--- src/rtl/sto_peak_detector.sv ---
// Symbol timing offset peak detector: tracks the strongest timing metric across OFDM symbols
// and reports its in-symbol index and symbol number. Optional threshold check: STO_THRESH_EN.
module sto_peak_detector #(
    parameter int unsigned MW      = 16,
    parameter int unsigned IW      = 6,
    parameter int unsigned SYM_LEN = 64
) (
    input  logic          clk,
    input  logic          reset,
    input  logic          start,
    input  logic          metric_valid,
    input  logic [MW-1:0] metric,
    input  logic          sym_last,
    input  logic          calc_en,
    output logic [IW-1:0] sto_est,
    output logic [7:0]    sto_sym,
    output logic [MW-1:0] peak_val,
    output logic          sto_valid,
    output logic          sto_miss,
    output logic          busy
`ifdef STO_THRESH_EN
    ,
    input  logic [MW-1:0] thresh
`endif
);

    typedef enum logic [1:0] {IDLE, SEARCH, REPORT} state_t;

    state_t        state, state_n;
    logic [IW-1:0] idx, idx_n;
    logic [7:0]    sym_cnt, sym_cnt_n;
    logic [MW-1:0] best_val, best_val_n;
    logic [IW-1:0] best_idx, best_idx_n;
    logic [7:0]    best_sym, best_sym_n;
    logic [IW-1:0] sto_est_n;
    logic [7:0]    sto_sym_n;
    logic [MW-1:0] peak_val_n;
    logic          sto_valid_n, sto_miss_n, busy_n;

    // Best-so-far including the current sample, so a sample arriving with calc_en is reported
    logic          take;
    logic [MW-1:0] cand_val;
    logic [IW-1:0] cand_idx;
    logic [7:0]    cand_sym;

    assign take     = metric_valid && (metric > best_val);
    assign cand_val = take ? metric  : best_val;
    assign cand_idx = take ? idx     : best_idx;
    assign cand_sym = take ? sym_cnt : best_sym;

    always_ff @(posedge clk) begin
        if (!reset) state <= IDLE;
        else        state <= state_n;
    end

    always_comb begin
        state_n = state;
        case (state)
            IDLE:    if (start) state_n = SEARCH;
            SEARCH:  if (!start && calc_en) state_n = REPORT;
            REPORT:  state_n = IDLE;
            default: state_n = IDLE;
        endcase
    end

    always_comb begin
        idx_n       = idx;
        sym_cnt_n   = sym_cnt;
        best_val_n  = best_val;
        best_idx_n  = best_idx;
        best_sym_n  = best_sym;
        sto_est_n   = sto_est;
        sto_sym_n   = sto_sym;
        peak_val_n  = peak_val;
        sto_valid_n = 1'b0;
        sto_miss_n  = sto_miss;
        busy_n      = (state_n != IDLE);
        if ((state == IDLE || state == SEARCH) && start) begin
            idx_n      = '0;
            sym_cnt_n  = '0;
            best_val_n = '0;
            best_idx_n = '0;
            best_sym_n = '0;
        end else if (state == SEARCH) begin
            if (metric_valid) begin
                best_val_n = cand_val;
                best_idx_n = cand_idx;
                best_sym_n = cand_sym;
                // Symbol closes on sym_last or on the last index, whichever comes first
                if (sym_last || idx == IW'(SYM_LEN - 1)) idx_n = '0;
                else                                     idx_n = idx + IW'(1);
                if (sym_last && sym_cnt != 8'hFF) sym_cnt_n = sym_cnt + 8'd1;
            end
            if (calc_en) begin
                sto_est_n   = cand_idx;
                sto_sym_n   = cand_sym;
                peak_val_n  = cand_val;
                sto_valid_n = 1'b1;
`ifdef STO_THRESH_EN
                sto_miss_n  = (cand_val < thresh);
`else
                sto_miss_n  = 1'b0;
`endif
            end
        end
    end

    always_ff @(posedge clk) begin
        if (!reset) begin
            idx       <= '0;
            sym_cnt   <= '0;
            best_val  <= '0;
            best_idx  <= '0;
            best_sym  <= '0;
            sto_est   <= '0;
            sto_sym   <= '0;
            peak_val  <= '0;
            sto_valid <= 1'b0;
            sto_miss  <= 1'b0;
            busy      <= 1'b0;
        end else begin
            idx       <= idx_n;
            sym_cnt   <= sym_cnt_n;
            best_val  <= best_val_n;
            best_idx  <= best_idx_n;
            best_sym  <= best_sym_n;
            sto_est   <= sto_est_n;
            sto_sym   <= sto_sym_n;
            peak_val  <= peak_val_n;
            sto_valid <= sto_valid_n;
            sto_miss  <= sto_miss_n;
            busy      <= busy_n;
        end
    end

endmodule

--- config.mk ---
export PLATFORM = sky130hd
export DESIGN_NAME = sto_peak_detector
export DESIGN_NICKNAME = d
export VERILOG_FILES = /design/src/rtl/sto_peak_detector.sv
export SDC_FILE = /design/constraint.sdc
export NUM_CORES = 1
export LEC_CHECK = 0
export ABC_AREA = 1
export BUFFER_PORTS_ARGS = -buffer_cell sky130_fd_sc_hd__buf_2
export CORE_MARGIN = 1
export CORE_UTILIZATION = 52
export CTS_BUF_LIST = sky130_fd_sc_hd__clkbuf_4 sky130_fd_sc_hd__clkbuf_8 sky130_fd_sc_hd__clkbuf_16
export DETAILED_ROUTE_END_ITERATION = 10
export GPL_TIMING_DRIVEN = 0
export PLACE_DENSITY_LB_ADDON = 0.1
export SETUP_SLACK_MARGIN = 0.4
export SLEW_MARGIN = 20
export SYNTH_ARGS = -nofsm -noshare
export SYNTH_HDL_FRONTEND = slang
export SYNTH_SLANG_ARGS = --single-unit
--- constraint.sdc ---
create_clock -name clk -period 1.7 [get_ports clk]
set_input_delay 0.34 -clock clk [delete_from_list [all_inputs] [get_ports clk]]
set_output_delay 0.34 -clock clk [all_outputs]
set_load 0.005 [all_outputs]
=== Word level (Yosys, flattened, before mapping) ===
Cells that the tools add are included.

* Bitwise logic cells: 3
* $add $sub $neg: 2
* Multiplexer cells: 8
* Equal/unequal tests: 3
* Reductions and logical operators: 14
* Order comparisons: 1

{| class="wikitable"
|+ Operators with widths
! kind !! count
|-
| $gt 16x16->1 || 1
|-
| $mux 16 || 1
|-
| $mux 6 || 2
|-
| $add 8x1->8 const B || 1
|-
| $mux 8 || 1
|-
| $ne 8x8->1 const B || 1
|-
| $add 6x1->6 const B || 1
|-
| $eq 6x6->1 const B || 1
|-
| $reduce_and 3->1 || 2
|-
| $logic_and 1x1->1 || 4
|-
| $mux 2 || 2
|-
| $pmux 2 s2 || 1
|-
| $not 1->1 || 3
|-
| $reduce_or 3->1 || 1
|-
| $eq 2x1->1 const B || 1
|-
| $logic_not 2->1 || 1
|-
| $logic_or 1x1->1 || 2
|-
| $reduce_and 2->1 || 1
|-
| $reduce_bool 2->1 || 1
|-
| $reduce_or 2->1 || 1
|-
| $logic_not 1->1 || 1
|-
| $mux 1 || 1
|}

* Logic and storage cells: 42
* Bits of input ports: 22
* Register bits: 78
* Output and inout bits: 33

=== Depth between registers and ports, before layout ===
* Word-level depth: 5
* Mapped depth: 17
* Gate-level depth less buffers: 16

=== Least setup slack after synthesis ===
Ideal clock, no wire load.

* Path type: register -> register
* From: register best_val[11]
* To: register best_val[10]
* Setup time: 109 ps
* Cell stages (with the launch flop): 12
* Path buffers: 1
* Path slack: 18 ps
* Required time: 1591 ps
* Data arrival time: 1573 ps
* Period minus slack after synthesis: 1682 ps
* Cells stage by stage: dfxtp_1 -> inv_1 -> ha_1 -> a21oi_1 -> nand2_1 -> a21oi_1 -> nand2_4 -> buf_4 -> nand3_1 -> nand3_1 -> nand2_1 -> inv_1

* Longest elaborated chain between the ends: 3

{| class="wikitable"
|+ Ends and longest elaborated chain
! item !! RTL line !! source
|-
| from (decl) || 32 || <nowiki>logic [MW-1:0] best_val, best_val_n;</nowiki>
|-
| from (signal assigned) || 124 || <nowiki>best_val <= best_val_n;</nowiki>
|-
| $gt 16x16->1 || 46 || <nowiki>assign take = metric_valid && (metric > best_val);</nowiki>
|-
| $logic_and 1x1->1 || 46 ||
|-
| $mux 16 || 47 || <nowiki>assign cand_val = take ? metric : best_val;</nowiki>
|}

Every way passes these cells.
A chain may end at the register's enable or synchronous reset.

=== Final worst setup path ===
* From: register best_val[11]
* To: register best_idx[0]

* Longest elaborated chain between the ends: 3

{| class="wikitable"
|+ Ends and longest elaborated chain
! item !! RTL line !! source
|-
| $gt 16x16->1 || 46 ||
|-
| $logic_and 1x1->1 || 46 ||
|-
| $mux 6 || 48 || <nowiki>assign cand_idx = take ? idx : best_idx;</nowiki>
|-
| to (signal assigned) || 125 || <nowiki>best_idx <= best_idx_n;</nowiki>
|-
| to (decl) || 33 || <nowiki>logic [IW-1:0] best_idx, best_idx_n;</nowiki>
|}

Every way passes these cells.

==> impl_metrics.xml <==
<?xml version="1.0" encoding="UTF-8"?>
<metrics>
  <group name="sta">
    <metric name="period_share" unit="">1.12</metric>
    <metric name="maxSlewViolCount" unit="">0</metric>
    <metric name="timing.final.crit_period" unit="ns">1.91</metric>
    <metric name="fin_worst_skew" unit="ns">0.0116</metric>
    <metric name="clock.fmax" unit="MHz">525</metric>
    <metric name="setup_viol" unit="">60</metric>
    <metric name="timing_hold_violations_final" unit="">0</metric>
    <metric name="setup-tns-final" unit="ns">-10.17</metric>
    <metric name="finalWorstSetupSlack" unit="ns">-0.205</metric>
    <metric name="unrepaired_setup_endpoints_after_global_routing" unit="">yes</metric>
  </group>
  <group name="clock_tree">
    <metric name="clock_latency" unit="ns">0.37</metric>
    <metric name="cts.reportedPaths.clkPinSlew" unit="ns">0.09</metric>
    <metric name="cts-htree-levels" unit="">3</metric>
    <metric name="cts-buffers-inserted" unit="">9</metric>
    <metric name="cts_hold_fix_bufs" unit="">0</metric>
    <metric name="numClockSinks" unit="">78</metric>
    <metric name="cts_max_path_buffers" unit="">2</metric>
    <metric name="cts.root.buffer_cell" unit="">clkbuf_8</metric>
    <metric name="cts_tree" unit="">built</metric>
  </group>
  <group name="place">
    <metric name="postPlaceCellArea" unit="mm^2">0.00483</metric>
    <metric name="place_worst_setup_slack" unit="ns">-0.244</metric>
    <metric name="count_of_buffers_inserted_at_the_top_level_ports" unit="">53</metric>
    <metric name="gpl.final_weighted_congestion" unit="">0.824</metric>
    <metric name="place.detailed.hpwl" unit="um">7350</metric>
  </group>
  <group name="worst_setup_path">
    <metric name="critical-path-max-stage-delay" unit="ns">0.33</metric>
    <metric name="required" unit="ns">1.96</metric>
    <metric name="worstPathCellList" unit="">inv_1, ha_4, nand2_1, nor2_2, nand2_2, inv_2, nand2_4, nand2_8, nand2_8, buf_12, nand2_4, nand3_1, nand2_1, inv_1</metric>
    <metric name="startpoint_type" unit="">register</metric>
    <metric name="end_kind" unit="">register</metric>
    <metric name="rr_startpoint" unit="">best_val[11]$_SDFFE_PP0P_</metric>
    <metric name="timing.critical_path.fanout_max" unit="">6</metric>
    <metric name="critical_path.startpoint" unit="">best_val[11]$_SDFFE_PP0P_</metric>
    <metric name="worst-endpoint-arrival" unit="ns">2.17</metric>
    <metric name="worst-setup-path-type" unit="">register to register</metric>
    <metric name="critPathSlowestCell" unit="">dfxtp_2</metric>
  </group>
  <group name="yosys">
    <metric name="synth-edff-count" unit="">0</metric>
    <metric name="synth.ff_latch_count" unit="">78</metric>
    <metric name="synth_cell_types" unit="">35</metric>
    <metric name="synth_cells" unit="">597</metric>
    <metric name="yosys_warnings" unit="">0</metric>
    <metric name="async_reset_ff_frac" unit="">0</metric>
    <metric name="synth_sequential_area_ratio" unit="">0.373</metric>
    <metric name="syn-num-nets" unit="">637</metric>
    <metric name="post_synth.cell_area_avg" unit="um^2">7.02</metric>
    <metric name="yosys_most_used_dff" unit="">dfxtp_1</metric>
    <metric name="synth.cell_area" unit="mm^2">0.00419</metric>
  </group>
  <group name="floorplanning">
    <metric name="io_pins" unit="">55</metric>
    <metric name="core-area" unit="mm^2">0.00777</metric>
    <metric name="start_util" unit="">0.539</metric>
    <metric name="die_x" unit="um">91.8</metric>
    <metric name="rows" unit="">32</metric>
    <metric name="fp.dieArea" unit="mm^2">0.00842</metric>
    <metric name="die_y" unit="um">91.8</metric>
  </group>
  <group name="routing">
    <metric name="drcViolationCount" unit="">0</metric>
    <metric name="viasPerCell" unit="">5.37</metric>
    <metric name="first_pass_iters" unit="">5</metric>
    <metric name="ant_nets" unit="">0</metric>
    <metric name="detailedRoute.firstIterationViolations" unit="">223</metric>
    <metric name="routedWlPerCell" unit="um">15.6</metric>
    <metric name="route.vias.total" unit="">4293</metric>
    <metric name="total_routed_length" unit="um">12500</metric>
  </group>
  <group name="cells_and_area">
    <metric name="fillCellCount" unit="">554</metric>
    <metric name="final_common_cell" unit="">inv_1</metric>
    <metric name="final_layout_size_suffix_gt1_frac" unit="">0.466</metric>
    <metric name="utilization" unit="">0.777</metric>
    <metric name="num-nets-final" unit="">732</metric>
    <metric name="layout.cells.most_common_list" unit="">inv_1, nor2_1, nand2_1</metric>
    <metric name="syn_to_final_growth" unit="%">44.1</metric>
    <metric name="layout.cell_area.non_filler" unit="mm^2">0.00604</metric>
    <metric name="diodes" unit="">0</metric>
  </group>
  <group name="status">
    <metric name="outcome" unit="">complete, but fails checks</metric>
    <metric name="violations" unit="">negative setup slack</metric>
  </group>
  <group name="global_route">
    <metric name="global_route.usage.total" unit="">0.275</metric>
    <metric name="grt_pass1_vias" unit="">3925</metric>
    <metric name="grt_start_max_net_pins" unit="">16</metric>
    <metric name="first_pass_grt_wire_length" unit="um">18200</metric>
    <metric name="antenna_found_initial" unit="">0</metric>
    <metric name="gr-total-overflow" unit="">0</metric>
  </group>
  <group name="job">
    <metric name="max_cap_viol_count" unit="">0</metric>
  </group>
  <group name="power">
    <metric name="power.total" unit="mW">4.26</metric>
    <metric name="total_leakage_power" unit="nW">2.91</metric>
    <metric name="pwr_density_cell" unit="mW/mm^2">706</metric>
    <metric name="ir_drop" unit="mV">0.486</metric>
  </group>
  <group name="hold_path">
    <metric name="worst_hold_startpoint" unit="">calc_en</metric>
    <metric name="hold_path.class" unit="">input pin to register</metric>
  </group>
</metrics>
## where the power goes
part / internal, mW / switching (mW)
logic: 0.371 / 0.482
registers: 1.88 / 0.0350
clock network: 0.702 / 0.793
total: 2.95 / 1.31
## repair_timing
action,in CTS,in global routing
gates cloned,2,2
setup buffers,19,8
endpoints found under the setup margin,74,74
gates resized for setup,86,95
pin swaps,9,40
## worst paths after layout
kind,end,slack (ns),cells past startpoint
max,best_idx[0]$_SDFFE_PP0P_,-0.21,14
min,state[0]$_SDFF_PN0_,0.29,4
max reg2reg,best_idx[0]$_SDFFE_PP0P_,-0.21,14
min reg2reg,sym_cnt[7]$_SDFFE_PP0P_,0.52,2
## cell type report
| type | instances | area (um^2) | area share |
|---|---|---|---|
| well taps | 102 | 128 | 0.0211 |
| flip-flops and latches | 78 | 1600 | 0.264 |
| clock inverters | 7 | 81.3 | 0.0135 |
| repair buffers | 84 | 592 | 0.0980 |
| multi-input cells | 390 | 2850 | 0.472 |
| inverters | 100 | 380 | 0.0630 |
| clock buffers | 9 | 124 | 0.0205 |
| plain buffers | 29 | 288 | 0.0477 |
## stage by stage
stage / hold slack [ns] / instances
after detailed placement: 0.460 / 752
after floorplan: 0.431 / 597
final: 0.289 / 799
after global placement: 0.454 / 752
after CTS: 0.286 / 789
after global routing: 0.333 / 799
## sequential cells by signal (all words and copies together), names as in the netlist
register / count
best_idx: 6
best_sym: 8
best_val: 16
busy: 1
idx: 6
peak_val: 16
state: 2
sto_est: 6
sto_sym: 8
sto_valid: 1
sym_cnt: 8
## cell usage after synthesis (2+ instances only)
cell type  number  area (um^2)
o21a_1         16          120
nand2_1        91          342
nand3_1        95          475
clkinv_1        2         7.51
buf_4           6         45.0
ha_1           18          225
nand2_2        34          213
nor3_1          2         10.0
nor2_1         75          282
o21ai_0         6         30.0
buf_12          3         60.1
a21oi_1        31          155
buf_2          11         55.1
dfxtp_1        78         1560
inv_1          98          368
nor4_1          2         12.5
o21ai_1         3         15.0
nor2_2          3         18.8
clkbuf_1        7         26.3
## worst max-delay path, delay by kind of cell, from the launching register on
| kind | cells | cell delay [ns] |
|---|---|---|
| simple gates | 9 | 0.82 |
| fa+ha+maj | 1 | 0.29 |
| buf+inv | 4 | 0.36 |
| flops | 1 | 0.33 |
## layer usage
metal | GRT usage | up-vias | routed length [um]
met5 | 0 | - | 0
met4 | 0.0977 | 0 | 259
met3 | 0.0431 | 34 | 727
met2 | 0.470 | 180 | 6260
met1 | 0.352 | 2008 | 5230
li1 | - | 2071 | -
## cells by family after synthesis
kind of cell	count (synthesis)	share of synthesized area
compound gates	59	0.0836
xor+xnor	2	0.00418
fa+ha+maj	18	0.0538
buf+inv	129	0.140
flops	78	0.373
other cells	1	0.000895
simple gates	310	0.345
No activity file was read; power rests on OpenSTA's default activity.
